### src/rtl/fn_logic_pipe.sv
// rtl/fn_logic_pipe.sv - pipelined AND/OR/XOR/XNOR logic lane with valid/ready handshake and zero flag (optional LOGIC_PARITY_EN adds a parity output)
module fn_logic_pipe #(
    parameter int WIDTH  = 32,
    parameter int STAGES = 2
) (
    input  logic             clk,
    input  logic             rst,
    input  logic             in_valid,
    output logic             in_ready,
    input  logic [WIDTH-1:0] a,
    input  logic [WIDTH-1:0] b,
    input  logic [1:0]       op,
    output logic             out_valid,
    input  logic             out_ready,
    output logic [WIDTH-1:0] y,
    output logic             zero
`ifdef LOGIC_PARITY_EN
    ,
    output logic             parity
`endif
);

    localparam logic [1:0] OP_AND  = 2'b00;
    localparam logic [1:0] OP_OR   = 2'b01;
    localparam logic [1:0] OP_XOR  = 2'b10;
    localparam logic [1:0] OP_XNOR = 2'b11;

    logic [WIDTH-1:0] result;

    // Stage registers: only the finished result and its valid bit travel down the pipe.
    logic [STAGES-1:0] vld_q;
    logic [WIDTH-1:0]  dat_q [STAGES];

    // Upstream view of each stage: stage 0 sees the operand port, stage k sees stage k-1.
    logic [STAGES-1:0] up_vld;
    logic [WIDTH-1:0]  up_dat [STAGES];

    // rdy[k] says stage k may load this cycle; rdy[STAGES] is the consumer.
    logic [STAGES:0]   rdy;

    // Bitwise function select; every bit is independent so no carry logic is needed.
    always_comb begin
        result = '0;
        case (op)
            OP_AND:  result = a & b;
            OP_OR:   result = a | b;
            OP_XOR:  result = a ^ b;
            OP_XNOR: result = ~(a ^ b);
            default: result = '0;
        endcase
    end

    // Wire each stage to the one feeding it.
    always_comb begin
        up_vld[0] = in_valid;
        up_dat[0] = result;
        for (int k = 1; k < STAGES; k++) begin
            up_vld[k] = vld_q[k-1];
            up_dat[k] = dat_q[k-1];
        end
    end

    // Combinational ready chain from the output back to the input; an empty stage
    // is always ready, so bubbles collapse even while the consumer stalls.
    always_comb begin
        logic r;
        r = out_ready;
        rdy = '0;
        rdy[STAGES] = out_ready;
        for (int k = STAGES - 1; k >= 0; k--) begin
            r = !vld_q[k] || r;
            rdy[k] = r;
        end
    end

    // Elastic stage update: load from upstream when ready, otherwise hold.
    always_ff @(posedge clk or posedge rst) begin
        if (rst) begin
            for (int k = 0; k < STAGES; k++) begin
                vld_q[k] <= 1'b0;
                dat_q[k] <= '0;
            end
        end else begin
            for (int k = 0; k < STAGES; k++) begin
                if (rdy[k]) begin
                    vld_q[k] <= up_vld[k];
                    dat_q[k] <= up_dat[k];
                end
            end
        end
    end

    assign in_ready  = rdy[0];
    assign out_valid = vld_q[STAGES-1];
    assign y         = dat_q[STAGES-1];
    assign zero      = (dat_q[STAGES-1] == '0);

`ifdef LOGIC_PARITY_EN
    logic [STAGES-1:0] par_q;
    logic [STAGES-1:0] up_par;

    // Parity of the result rides alongside the data.
    always_comb begin
        up_par[0] = ^result;
        for (int k = 1; k < STAGES; k++) begin
            up_par[k] = par_q[k-1];
        end
    end

    // Parity stages follow exactly the same load/hold/reset rules as the data.
    always_ff @(posedge clk or posedge rst) begin
        if (rst) begin
            par_q <= '0;
        end else begin
            for (int k = 0; k < STAGES; k++) begin
                if (rdy[k]) begin
                    par_q[k] <= up_par[k];
                end
            end
        end
    end

    assign parity = par_q[STAGES-1];
`endif

endmodule
### config.mk
export PLATFORM = sky130hd
export DESIGN_NAME = fn_logic_pipe
export DESIGN_NICKNAME = d
export VERILOG_FILES = /design/src/rtl/fn_logic_pipe.sv
export SDC_FILE = /design/constraint.sdc
export NUM_CORES = 1
export LEC_CHECK = 0
export BUFFER_PORTS_ARGS = -buffer_cell sky130_fd_sc_hd__buf_2
export CAP_MARGIN = 20
export CORE_ASPECT_RATIO = 1.4
export CORE_MARGIN = 1.5
export CORE_UTILIZATION = 45
export CTS_BUF_LIST = sky130_fd_sc_hd__clkbuf_16
export CTS_CLUSTER_SIZE = 16
export DETAILED_ROUTE_END_ITERATION = 10
export PLACE_DENSITY = 0.68
export SYNTH_ARGS = -nofsm -noshare
export SYNTH_HDL_FRONTEND = slang
export SYNTH_SLANG_ARGS = --single-unit
### constraint.sdc
create_clock -name clk -period 2.6 [get_ports clk]
set_input_delay 0.52 -clock clk [delete_from_list [all_inputs] [get_ports clk]]
set_output_delay 0.52 -clock clk [all_outputs]
set_load 0.1 [all_outputs]
==> results.py, run 1 <==
metrics = {
    "status": {
        "outcome": "complete, no violations",
    },
    "pwr": {
        "power_density_nw_per_um2": 741,
        "p_leak_nw": 3.11,
        "clockPowerShare_pct": 26.4,
        "pwr-share-seq_pct": 32.6,
        "p_switching_w": 0.00176,
        "switching_share_pct": 42.0,
        "intPower_w": 0.00244,
        "pwr-share-comb_pct": 41.0,
        "ir_drop_mv": 0.400,
    },
    "sta": {
        "worstMarginPinSlew_ns": 0.835,
        "fin_tns_setup_ns": 0,
        "hold_viol": 0,
        "setup_viol": 0,
        "finalMaxSlewViolations": 0,
        "rsz0062_at_grt": "false",
        "final.period_utilization_pct": 90.7,
        "clock_skew_ns": 0.00455,
        "timing.fmax_ghz": 0.424,
        "period_minus_slack_ns": 2.36,
        "slew_headroom_pct": 44.3,
        "setup_ws_ns": 0.242,
    },
    "final_layout": {
        "final_util_pct": 52.2,
        "layout_common_cells": "103 x buf_2, 68 x mux2_2, 67 x inv_1, 66 x dfrtp_1",
        "antenna_cells": 0,
        "final_common_cell": "buf_2",
        "nFillCells": 958,
        "area_growth_pct": 13.2,
        "drive_above_1_share_pct": 44.3,
        "multi_input_area_um2": 2720,
        "layout.nets": 626,
        "ff_latch_area_um2": 1650,
        "final_cell_area_um2": 5670,
    },
    "drt": {
        "postRouteAntennaNets": 0,
        "vias": 3082,
        "routed_via_density": 4.83,
        "drc": 0,
        "routedWlPerCell_um": 13.3,
        "first_pass_iters": 6,
        "wirelength_um": 8490,
        "drt_iter0_markers": 75,
    },
    "global_routing": {
        "grt_pass1_wl_um": 14500,
        "grt_pass1_vias": 3231,
        "track_usage_pct": 15.6,
        "globalRouteOverflowTotal": 0,
        "antenna_found_initial": 0,
        "grt_max_degree": 39,
    },
    "clocking": {
        "cts_tree": "done",
        "cts_root_buf": "clkbuf_16",
        "cts_resized": 0,
        "cts_max_level": 3,
        "cts_sinks": 66,
        "clockBufferDepth": 2,
        "cts_buffers": 9,
        "cts_hold_buf": 0,
        "clk_latency_ns": 0.32,
        "post_cts_buffers": 0,
        "clkTransAtPathRegs_ns": 0.05,
    },
    "critical_path": {
        "critical_path_buf_inv_count": 1,
        "crit_family": "simple AND/OR/NAND/NOR gates",
        "cp-end-kind": "output port",
        "worst-path-max-fanout": 3,
        "crit_type": "flip-flop to output port",
        "worstPathCellList": "nor4_1 > nand4_1 > nor2_1 > buf_2",
        "slowest_stage": "buf_2",
        "start_kind": "flip-flop",
        "cp.required_ns": 2.08,
        "arrival_ns": 1.84,
        "cp_slowest_stage_delay_ns": 0.44,
    },
    "die": {
        "die_y_um": 128,
        "num_io_pins": 105,
        "dieArea_um2": 11800,
        "core-area_um2": 10900,
        "row_count": 45,
        "die_w_um": 92.2,
        "start_util_pct": 46.1,
    },
    "yosys": {
        "yosysWarnings": 0,
        "synth.top_cell.area_share_pct": 33.0,
        "synthDistinctLibCells": 15,
        "seq_area_frac_synth_pct": 33.0,
        "syn-num-nets": 554,
        "yosys.area.top_type": "dfrtp_1",
        "synthTopCellsByArea": "dfrtp_1 33%, ha_1 16%, mux2_2 15%, mux2i_1 13%, mux2_4 8.4%",
        "ys_ff_latch": 66,
        "synthCells": 420,
        "synth.avg_cell_area_um2": 11.9,
        "syn-cell-area_um2": 5010,
    },
    "flow_run": {
        "maxCapViolCount": 0,
    },
    "placement": {
        "dp_hpwl_um": 6570,
        "gp_congestion": 0.735,
        "io_buffers": 104,
        "place_area_um2": 5400,
        "pre_cts_slack_ns": 0.520,
    },
    "hold_path": {
        "hold_class": "primary input to async pin",
    },
}
## worst register-to-register path: stages (launching register included)
cell and delay (ns):
dfrtp_1 0.40, nand2b_2 0.60, mux2_2 0.43
## synth_stat cells
cell and n:
buf_2 10, nand4_1 2, buf_6 2, mux2_4 28
inv_1 65, buf_12 3, dfrtp_1 66, ha_1 64
mux2_2 68, nor2_1 1, nand2b_1 3, mux2i_1 64
nand3b_1 1, nor4_1 8, buf_4 35
## power by group through the flow
stage | combinational (W) | sequential, W | clock [W]
2_1_floorplan | 0.00161 | 0.00135 | 0
3_3_place_gp | 0.00172 | 0.00137 | 0
3_5_place_dp | 0.00174 | 0.00139 | 0
4_1_cts | 0.00175 | 0.00137 | 0.00114
5_1_grt | 0.00182 | 0.00140 | 0.00118
6_report | 0.00172 | 0.00137 | 0.00111
## layer usage
layer  global-route usage, %  up-vias  wire length (um)
li1                        -     1525                 -
met1                    16.6     1483              3450
met2                    29.6       66              4470
met3                    3.56        8               440
met4                    5.43        0               121
met5                       0        -                 0
## worst paths after layout
kind	from	endpoint	slack [ns]	depth (start not counted)
setup / recovery	y[23]	zero	0.24	4
hold / removal	rst	dat_q[48]	0.28	2
setup reg to reg	vld_q[1]	y[23]	1.05	2
hold reg to reg	dat_q[37]	y[5]	0.50	1
max in group asynchronous	rst	dat_q[50]	1.70	3
min in group clk	in_valid	vld_q[0]	0.40	2
## state kept, by name (all words and copies together) (netlist names)
| signal | cells |
|---|---|
| dat_q | 32 |
| vld_q | 2 |
| y | 32 |
## kinds of logic (layout without fill, tap and decap cells)
logic type                 after synthesis  count (layout)  share of synthesized area, %
adders and majority gates               64              64                          16.0
buffers and inverters                  115             192                          12.8
DFF                                     66              66                          33.0
muxes                                  160             160                          36.5
and+or+nand+nor                         15              15                          1.85
## metrics by stage
stage / total power [W] / std cells / hold slack [ns]
2_1_floorplan: 0.00297 / 420 / 0.435
3_3_place_gp: 0.00309 / 622 / 0.449
3_5_place_dp: 0.00313 / 622 / 0.493
4_1_cts: 0.00426 / 638 / 0.301
5_1_grt: 0.00440 / 638 / 0.347
6_report: 0.00420 / 638 / 0.283
## area by class of cell
type | count | share of cell area [%]
Tap cell | 141 | 3.11
Timing Repair Buffer | 111 | 10.6
Clock buffer | 9 | 3.97
Inverter | 65 | 4.30
Multi-Input combinational cell | 239 | 48.0
Clock inverter | 7 | 0.948
Sequential cell | 66 | 29.1
Note: power is estimated with default switching activity, not from simulation.
==> run 2: changes to the inputs <==
PLACE_DENSITY = 0.77   (was 0.68)
==> run 2 against run 1 <==
Net effect:
- critical path depth unchanged
- clock skew grew 0.00068 ns
- clock power down 8%
- setup slack lost 0.0076 ns
- cell count shrank 0.16%
- sequential power about the same
- sequential share of layout area is 0.16 points higher
==> results.py, run 2 (same netlist as run 1, synthesis figures left out) <==
metrics = {
    "placement": {
        "pre_cts_slack_ns": 0.513,
        "gp_congestion": 0.727,
        "io_buffers": 104,
        "dp_hpwl_um": 6810,
        "place_area_um2": 5390,
    },
    "hold_path": {
        "hold_class": "primary input to async pin",
    },
    "pwr": {
        "switching_share_pct": 43.1,
        "intPower_w": 0.00234,
        "clockPowerShare_pct": 24.7,
        "p_leak_nw": 3.09,
        "pwr-share-seq_pct": 33.3,
        "ir_drop_mv": 0.297,
        "p_switching_w": 0.00177,
        "pwr-share-comb_pct": 42.0,
        "power_density_nw_per_um2": 729,
    },
    "die": {
        "die_y_um": 128,
        "dieArea_um2": 11800,
        "core-area_um2": 10900,
        "row_count": 45,
        "die_w_um": 92.2,
        "num_io_pins": 105,
        "start_util_pct": 46.1,
    },
    "critical_path": {
        "cp.required_ns": 2.08,
        "timing.rr.end": "y[28]",
        "r2r-start": "vld_q[1]",
        "arrival_ns": 1.85,
        "start_kind": "flip-flop",
        "cp-endpoint": "zero",
        "cp-end-kind": "output port",
        "crit_path_start": "y[15]",
        "ff2ff_path_depth": 2,
        "crit_type": "flip-flop to output port",
        "worst-path-max-fanout": 3,
        "rrSetupSlack_ns": 1.06,
    },
    "final_layout": {
        "layout_common_cells": "103 x buf_2, 68 x mux2_2, 67 x inv_1, 66 x dfrtp_1",
        "area_growth_pct": 12.6,
        "nFillCells": 971,
        "drive_above_1_share_pct": 44.4,
        "final_cell_area_um2": 5640,
        "final_util_pct": 51.9,
        "ff_latch_area_um2": 1650,
        "layout.nets": 625,
        "final_common_cell": "buf_2",
        "multi_input_area_um2": 2720,
        "antenna_cells": 0,
    },
    "drt": {
        "drt_iter0_markers": 54,
        "routedWlPerCell_um": 13.7,
        "routed_via_density": 4.84,
        "vias": 3083,
        "wirelength_um": 8710,
        "postRouteAntennaNets": 0,
        "drc": 0,
        "first_pass_iters": 4,
    },
    "sta": {
        "finalMaxSlewViolations": 0,
        "clock_skew_ns": 0.00523,
        "fin_hold_ws_ns": 0.192,
        "setup_ws_ns": 0.235,
        "final.period_utilization_pct": 91.0,
        "rsz0062_at_grt": "false",
        "hold_viol": 0,
        "slew_headroom_pct": 44.1,
        "setup_viol": 0,
        "timing.fmax_ghz": 0.423,
        "fin_tns_setup_ns": 0,
        "worstMarginPinSlew_ns": 0.838,
        "period_minus_slack_ns": 2.37,
    },
    "clocking": {
        "clk_latency_ns": 0.32,
        "post_cts_buffers": 0,
        "cts_buffers": 9,
        "clockBufferDepth": 2,
        "cts_sinks": 66,
        "cts_hold_buf": 0,
        "cts_root_buf": "clkbuf_16",
        "cts_resized": 0,
        "clkTransAtPathRegs_ns": 0.05,
        "cts_max_level": 3,
        "cts_tree": "done",
    },
    "global_routing": {
        "globalRouteOverflowTotal": 0,
        "grt_max_degree": 41,
        "antenna_found_initial": 0,
        "track_usage_pct": 15.6,
        "grt_pass1_wl_um": 14400,
        "grt_pass1_vias": 3128,
    },
    "flow_run": {
        "maxCapViolCount": 0,
    },
    "status": {
        "outcome": "complete, no violations",
    },
}
## run 2: changes by cell type in the layout (fill, tap and decap cells not counted), sizes merged
cell    delta
bufinv     -1
clkinv     +1
buf        -1
## run 2: per-stage QoR
step	total power [W]	std cells
final	0.00411	637
after global routing	0.00431	637
after CTS	0.00416	637
after detailed placement	0.00314	621
after global placement	0.00308	621
after floorplan	0.00297	420
## run 2: worst min path at each step
stage	start	endpoint	slack [ns]	depth (start not counted)
final	rst	dat_q[48]	0.19	2
after global routing	rst	dat_q[49]	0.23	2
after CTS	rst	dat_q[48]	0.21	2
after detailed placement	vld_q[0]	vld_q[1]	0.45	1
after global placement	vld_q[0]	vld_q[1]	0.45	1
after floorplan	vld_q[0]	vld_q[1]	0.44	1
## run 2: layer usage
layer,routed length (um),track usage (%),vias up
met2,4720,29.5,64
li1,-,-,1519
met4,171,7.06,0
met5,0,0,-
met1,3450,16.9,1489
met3,371,2.55,11
## run 2: layout make-up
type	count	area share (%)
Clock inverter	7	0.532
Timing Repair Buffer	110	10.5
Multi-Input combinational cell	239	48.2
Tap cell	141	3.13
Clock buffer	9	3.99
Inverter	65	4.32
Sequential cell	66	29.3
## run 2: critical path, stage by stage (launching register included)
cell     delay, ns
dfrtp_1       0.38
nor4_1        0.39
nand4_1       0.19
nor2_1        0.12
buf_2         0.44
## run 2: power by group through the flow
stage	sequential, W	clock [W]	combinational (W)
floorplan	0.00135	0	0.00161
global placement	0.00137	0	0.00172
detailed placement	0.00139	0	0.00175
CTS	0.00137	0.00104	0.00175
global route	0.00140	0.00109	0.00182
finish	0.00137	0.00102	0.00173
